==> src/rtl/cp0_pkg.sv <==
// cp0_pkg: shared constants for the coprocessor-0 block.
//   - CP0 register indices (SR, Cause, EPC, PRId, Count, Compare)
//   - exception codes written into Cause.ExcCode
//   - handler vector and SR/Cause bit positions
//   - epc_of(): EPC value for a faulting instruction
package cp0_pkg;

    localparam logic [4:0] CP0_COUNT   = 5'd9;
    localparam logic [4:0] CP0_COMPARE = 5'd11;
    localparam logic [4:0] CP0_SR      = 5'd12;
    localparam logic [4:0] CP0_CAUSE   = 5'd13;
    localparam logic [4:0] CP0_EPC     = 5'd14;
    localparam logic [4:0] CP0_PRID    = 5'd15;

    localparam logic [4:0] EXC_INT  = 5'd0;
    localparam logic [4:0] EXC_ADEL = 5'd4;
    localparam logic [4:0] EXC_ADES = 5'd5;
    localparam logic [4:0] EXC_RI   = 5'd10;
    localparam logic [4:0] EXC_OV   = 5'd12;

    localparam logic [31:0] HANDLER_VEC = 32'h0000_4180;

    // SR: IM[15:10], EXL[1], IE[0]; Cause: BD[31], IP[15:10], ExcCode[6:2]
    localparam int SR_IE        = 0;
    localparam int SR_EXL       = 1;
    localparam int SR_IM_LO     = 10;
    localparam int CAUSE_EXC_LO = 2;
    localparam int CAUSE_IP_LO  = 10;
    localparam int CAUSE_BD     = 31;

    // Index of the timer interrupt inside the 6-bit IP/IM field (IP[15]).
    localparam int TIMER_IP_IDX = 5;

    // A delay-slot fault reports the branch, one word earlier.
    function automatic logic [31:0] epc_of(input logic [31:0] pc, input logic bd);
        logic [29:0] word;
        word = bd ? (pc[31:2] - 30'd1) : pc[31:2];
        return {word, 2'b00};
    endfunction

endpackage

==> src/rtl/cp0_timer.sv <==
// cp0_timer: Count/Compare pair with a sticky timer-interrupt flag.
//   clk, reset   : clock, synchronous active-high reset
//   wr_en        : accepted mtc0 this cycle
//   addr, wdata  : mtc0 register index and data
//   count, compare : current register values (for mfc0)
//   ti           : sticky timer interrupt, cleared by writing Compare
module cp0_timer
    import cp0_pkg::*;
(
    input  logic        clk,
    input  logic        reset,
    input  logic        wr_en,
    input  logic [4:0]  addr,
    input  logic [31:0] wdata,
    output logic [31:0] count,
    output logic [31:0] compare,
    output logic        ti
);

    always_ff @(posedge clk) begin
        if (reset) begin
            count   <= '0;
            compare <= '0;
            ti      <= 1'b0;
        end else begin
            // Count wraps naturally at 2^32.
            if (wr_en && addr == CP0_COUNT) count <= wdata;
            else                            count <= count + 32'd1;

            // A Compare write wins over a same-cycle match.
            if (wr_en && addr == CP0_COMPARE) begin
                compare <= wdata;
                ti      <= 1'b0;
            end else if (count == compare) begin
                ti <= 1'b1;
            end
        end
    end

endmodule

==> src/rtl/cp0_ctrl.sv <==
// cp0_ctrl: coprocessor 0 beside the M stage. Holds SR, Cause, EPC, PRId,
// arbitrates interrupts against synchronous exceptions and handles ERET.
// Optional Count/Compare timer when CP0_TIMER_EN is defined.
//   clk, reset          : clock, synchronous active-high reset
//   hwint               : external interrupt lines
//   mtc0_we, cp0_addr, cp0_wdata : M-stage mtc0 write port
//   cp0_rdata           : mfc0 read data (combinational, pre-edge values)
//   pc_m, bd_m, exccode_m, eret_m : oldest M-stage instruction status
//   exc_req             : take exception/interrupt this cycle
//   epc_out, exl_out    : EPC for ERET redirect, SR.EXL
module cp0_ctrl
    import cp0_pkg::*;
#(
    parameter int          NUM_HWINT = 6,
    parameter logic [31:0] PRID_VAL  = 32'h1937_7059,
    parameter int          LATCH_INT = 0
) (
    input  logic                 clk,
    input  logic                 reset,
    input  logic [NUM_HWINT-1:0] hwint,
    input  logic                 mtc0_we,
    input  logic [4:0]           cp0_addr,
    input  logic [31:0]          cp0_wdata,
    output logic [31:0]          cp0_rdata,
    input  logic [31:0]          pc_m,
    input  logic                 bd_m,
    input  logic [4:0]           exccode_m,
    input  logic                 eret_m,
    output logic                 exc_req,
    output logic [31:0]          epc_out,
    output logic                 exl_out
);

    localparam logic [5:0] HW_MASK = 6'((7'd1 << NUM_HWINT) - 7'd1);
`ifdef CP0_TIMER_EN
    localparam logic [5:0] IM_MASK = HW_MASK | (6'd1 << TIMER_IP_IDX);
`else
    localparam logic [5:0] IM_MASK = HW_MASK;
`endif

    logic [5:0]  im_q;
    logic        ie_q;
    logic        exl_q;
    logic        bd_q;
    logic [4:0]  exc_q;
    logic [31:0] epc_q;
    logic [5:0]  ip_q;
    logic [5:0]  hwint_q;
    logic [5:0]  hw6;
    logic [5:0]  ip_eff;
    logic [5:0]  ip_next;
    logic        int_req;
    logic        sync_req;
    logic        wr_ok;
    logic [4:0]  exc_code;

    // Zero-extend the interrupt lines into the 6-bit IP field.
    always_comb begin
        hw6 = '0;
        for (int i = 0; i < NUM_HWINT; i++) hw6[i] = hwint[i];
    end

`ifdef CP0_TIMER_EN
    logic [31:0] count;
    logic [31:0] compare;
    logic        ti;

    cp0_timer u_timer (
        .clk     (clk),
        .reset   (reset),
        .wr_en   (wr_ok),
        .addr    (cp0_addr),
        .wdata   (cp0_wdata),
        .count   (count),
        .compare (compare),
        .ti      (ti)
    );

    // The timer owns IP[15], overriding hwint line 6.
    assign ip_eff = {ti, ip_q[4:0]};
`else
    assign ip_eff = ip_q;
`endif

    assign int_req  = (|(ip_eff & im_q)) & ie_q & ~exl_q;
    assign sync_req = (exccode_m != 5'd0) & ~exl_q;
    assign exc_req  = int_req | sync_req;
    assign exc_code = int_req ? EXC_INT : exccode_m;
    // A flushed instruction must not commit its mtc0 or eret.
    assign wr_ok    = mtc0_we & ~exc_req;
    assign epc_out  = epc_q;
    assign exl_out  = exl_q;

    always_comb begin
        // NOTE: every always_comb output gets a default first so no path leaves it unassigned and infers a latch.
        ip_next = hw6;
        if (LATCH_INT != 0) begin
            ip_next = ip_q | (hw6 & ~hwint_q);
            if (wr_ok && cp0_addr == CP0_CAUSE)
                ip_next = ip_next & cp0_wdata[15:10];
        end
    end

    // NOTE: state is updated with non-blocking assignments so every register samples pre-edge values.
    always_ff @(posedge clk) begin
        if (reset) begin
            im_q    <= '0;
            ie_q    <= 1'b0;
            exl_q   <= 1'b0;
            bd_q    <= 1'b0;
            exc_q   <= '0;
            epc_q   <= '0;
            ip_q    <= '0;
            hwint_q <= '0;
        end else begin
            ip_q    <= ip_next;
            hwint_q <= hw6;
            if (exc_req) begin
                exl_q <= 1'b1;
                exc_q <= exc_code;
                bd_q  <= bd_m;
                epc_q <= epc_of(pc_m, bd_m);
            end else begin
                if (mtc0_we) begin
                    case (cp0_addr)
                        CP0_SR: begin
                            im_q  <= cp0_wdata[15:10] & IM_MASK;
                            exl_q <= cp0_wdata[SR_EXL];
                            ie_q  <= cp0_wdata[SR_IE];
                        end
                        CP0_EPC: epc_q <= cp0_wdata;
                        default: ;
                    endcase
                end
                if (eret_m) exl_q <= 1'b0;
            end
        end
    end

    always_comb begin
        cp0_rdata = '0;
        case (cp0_addr)
            CP0_SR:    cp0_rdata = {16'b0, im_q, 8'b0, exl_q, ie_q};
            CP0_CAUSE: cp0_rdata = {bd_q, 15'b0, ip_eff, 3'b0, exc_q, 2'b0};
            CP0_EPC:   cp0_rdata = epc_q;
            CP0_PRID:  cp0_rdata = PRID_VAL;
`ifdef CP0_TIMER_EN
            CP0_COUNT:   cp0_rdata = count;
            CP0_COMPARE: cp0_rdata = compare;
`endif
            default:   cp0_rdata = '0;
        endcase
    end

endmodule

==> config.mk <==
export PLATFORM = sky130hd
export DESIGN_NAME = cp0_ctrl
export DESIGN_NICKNAME = d
export VERILOG_FILES = /design/src/rtl/cp0_pkg.sv /design/src/rtl/cp0_timer.sv /design/src/rtl/cp0_ctrl.sv
export SDC_FILE = /design/constraint.sdc
export NUM_CORES = 1
export LEC_CHECK = 0
export ABC_AREA = 0
export BUFFER_PORTS_ARGS = -buffer_cell sky130_fd_sc_hd__buf_2
export CAP_MARGIN = 20
export CORE_UTILIZATION = 43
export CTS_CLUSTER_DIAMETER = 50
export DETAILED_ROUTE_END_ITERATION = 7
export PLACE_DENSITY = 0.82
export SLEW_MARGIN = 30
export SYNTH_ARGS = -nofsm -noshare
export SYNTH_HDL_FRONTEND = slang
export SYNTH_HIERARCHICAL = 1
export SYNTH_SLANG_ARGS = --single-unit
==> constraint.sdc <==
create_clock -name clk -period 2.2 [get_ports clk]
set_input_delay 0 -clock clk [delete_from_list [all_inputs] [get_ports clk]]
set_output_delay 0 -clock clk [all_outputs]
set_load 0.01 [all_outputs]
==> results.md <==
Finish:
- Compared with the post-synthesis result, the final layout area differs by 39.1%.
- 0 antenna diodes ended up in the layout.
- The number of standard cells in the layout, taps in and fillers out is 718.
- Leaving out fill and tap cells, the most frequent cells in the layout are 148 x buf_2, 52 x dfxtp_1, 38 x and3_1.
- The final design area excluding fillers is 0.00488 mm^2.
- The final layout net count is 701.
- The utilization after layout is 62.5%.
- The share of cells above drive strength 1 is 32.1%.
- Leaving out fill and tap cells, the most frequent cell in the layout is buf_2.

Floorplan:
- The die covers 0.00852 mm^2.
- The floorplan has 32 rows.
- In this run the vertical extent of the chip is 92.3 um.
- The core region is 0.00781 mm^2.
- The initial core utilization is 44.9%.
- Pin placement for this block handled 151 I/O pins.
- The width of the chip is 92.3 um.

Place:
- The cell area after placement is 0.00441 mm^2.
- The number of instances in the placed design is 675.
- The HPWL after detailed placement is 8400 um.
- During placement, the flow inserted port buffers numbering 148.
- OpenSTA, run right after detailed placement, puts the worst setup slack at 0.338 ns.
- The final weighted congestion in routability-driven placement is 0.808.

Critical path:
- STA classifies the critical path endpoint as a flip-flop.
- The type of origin of the critical path is an input pin.
- The slowest stage cell on the critical path is or4_4.
- The critical path data required time is 2.44 ns.
- Of all nets on the critical path, the largest fanout is 5.
- The biggest cell delay along the critical path is 0.55 ns.
- The arrival time of the worst setup path is 2.28 ns.
- Walking the worst path, the cells encountered are dlygate4sd3_1 > buf_2 > or4_4 > or3_4 > or4b_1 > a31oi_1.
- The critical path is of the in2reg type.

Clocking:
- The number of buffers on the longest clock path is 2.
- CTS saw 52 sinks.
- Counting the buffers created by CTS gives 5.
- The total of cells resized after clock tree synthesis is 0.
- The CTS tree is built.
- The H-tree was split into 2 levels.
- Clock-pin slew was measured on the worst setup and hold paths at 0.10 ns.
- The clock latency of the later-clocked register in the worst-skew pair is 0.31 ns.
- The buffers inserted during post-CTS setup optimization is 0.
- The root buffer selected by CTS is clkbuf_8.

Logic synthesis:
- After synthesis the netlist holds a flip-flop and latch count of 52.
- Sorting the synthesized cells by area gives the leading types as dfxtp_1 30%, and3_1 6.8%, a21boi_0 6.0%.
- The predominant post-synthesis flop cell is dfxtp_1.
- The library cell with the largest summed area after synthesis is dfxtp_1.
- The number of instances in the synthesized netlist is 446.
- Each instance of the synthesized netlist takes up on average 7.87 um^2.
- The number of nets in the synthesized netlist is 532.
- Counting flops with a built-in enable in the synthesized netlist gives 0.
- The fraction of synthesized cell area taken by the top area cell type is 29.7%.
- The mapped netlist covers 0.00351 mm^2.
- Counting flops with an async set or reset pin after synthesis yields a share of 0%.
- The total of warnings raised by yosys is 6.
- Summing the sequential cell areas from Yosys gives 29.7% of the chip area.
- The number of different library cells used by synthesis comes to 48.

Drt:
- After detailed routing, the met2 layer carries 5930 um of wire.
- Wire segments on met3 add up to 1030 um in the final route.
- The count of nets left with antenna violations after detail routing is 0.
- Dividing the detail-routed wire length by the instance count gives 17.0 um.
- The count of routing violations after the opening detailed-route iteration is 316.
- The routed layout has 4306 vias.
- Before antenna repair, the detailed router went through 5 iterations.
- The topmost layer with routed signal wires is met4.
- For this block, wires on met1 add up to 5080 um.
- The remaining design rule violation count is 0.
- The detailed-route vias per instance is 6.00.
- Summed over all layers, the routed wires come to 12200 um.

Global routing:
- The number of antenna violations at the first check in global routing is 0.
- The pin count of the biggest net entering global routing is 77.
- The first global-routing pass estimated 19600 um of wire.
- The remaining global-route overflow is 0.
- The aggregate global-route resource usage is 28.4%.
- The via count of the first global-routing pass came to 4020.

Timing:
- Measured against its own limit, the worst slew margin works out to 61.1%.
- The final critical-path setup slack is 0.164 ns.
- The final hold slack is 0.0109 ns.
- The final setup violation count is 0.
- The fmax is 491 MHz.
- The count of endpoints failing hold in the final timing report was 0.
- At the pin with the least slew margin, the transition time is 0.579 ns.
- The max-slew violation total from the final report came to 0.
- The final period demand of the worst path is 2.04 ns.
- Setup repair after global routing left no endpoint under its margin.
- For the final database, setup skew stands at 0.00466 ns.
- The aggregate negative setup slack is 0 ns.
- The final clock period utilization by the worst path is 92.5%.

Pwr:
- The total power consumption of the routed design is 2.37 mW.
- The leakage power of the design is 2.20 nW.
- The power density over cell area is 486 mW/mm^2.
- VDD sags by at most 253 uV.

Hold path:
- The class of the most critical hold timing path is in2reg.

Job:
- Max-cap violations in this run came to 0.

Outcome:
- The run finished with clean final reports.
## layer usage
layer | GRT usage, % | up-vias
met5 | 0 | -
met1 | 36.6 | 2005
li1 | - | 2051
met3 | 4.93 | 15
met4 | 8.59 | 0
met2 | 48.1 | 235
## power breakdown
part	total (mW)	leakage (nW)	switching, mW	internal [mW]
Sequential	1.06	0.431	0.0531	1.01
Clock	0.706	0.0614	0.333	0.373
Combinational	0.605	1.71	0.324	0.281
Total	2.37	2.20	0.711	1.66
## area by class of cell
class                      count  area, um^2
timing repair buffer         203        1270
clock buffer                   6        82.6
sequential                    52        1040
tap                          102         128
fill                         694        2930
multi-input combinational    348        2300
inverter                       5        18.8
clock inverter                 2        38.8
## path summary, 6_finish.rpt
check | from | endpoint | slack, ns | cells after the start
max | pc_m[26] | epc_out[31] | 0.16 | 6
min | pc_m[18] | epc_out[18] | 0.01 | 3
max reg2reg | ip_eff[4] | exc_q[3] | 0.32 | 5
min reg2reg | im_q[1] | im_q[1] | 0.49 | 2
## repair_timing
item / 4_1_cts / 5_1_grt
hold endpoints to repair: 35 / 0
endpoints found under the setup margin: 0 / 0
hold buffers: 35 / 0
## logic make-up after synthesis
family | after synthesis | share of synthesized area (%)
buffers and inverters | 46 | 4.99
AND/OR/NAND/NOR | 193 | 31.2
XOR/XNOR | 10 | 2.50
multiplexers | 16 | 4.67
flip-flops | 52 | 29.7
AO/OA/AOI/OAI | 128 | 26.6
adder cells (fa/ha/maj) | 1 | 0.357
## worst max-delay path, delay by kind of cell
kind | cells | cell delay (ns)
buffers and inverters | 2 | 0.67
AO/OA/AOI/OAI | 1 | 0.16
AND/OR/NAND/NOR | 3 | 1.45
## synth_stat cells, types with 5 or more instances
library cell,count
or3b_2,6
o21ai_0,9
mux2i_1,13
xor2_1,7
nand3_1,10
and3_1,38
clkbuf_1,38
nor3_1,12
o41ai_1,16
nand2_1,30
a211oi_1,11
nor2b_1,8
a31oi_1,15
nor4_1,17
o31ai_1,15
or3_1,9
or4_1,13
a21boi_0,28
inv_1,5
dfxtp_1,52
a21oi_1,14
nor2_1,30
## sequential cells by signal, indices dropped and copies added, names as in the netlist
name	cells
im_q	6
ie_q	1
ip_eff	6
exl_out	1
bd_q	1
exc_q	5
epc_out	32
Note: power is estimated with default switching activity, not from simulation.
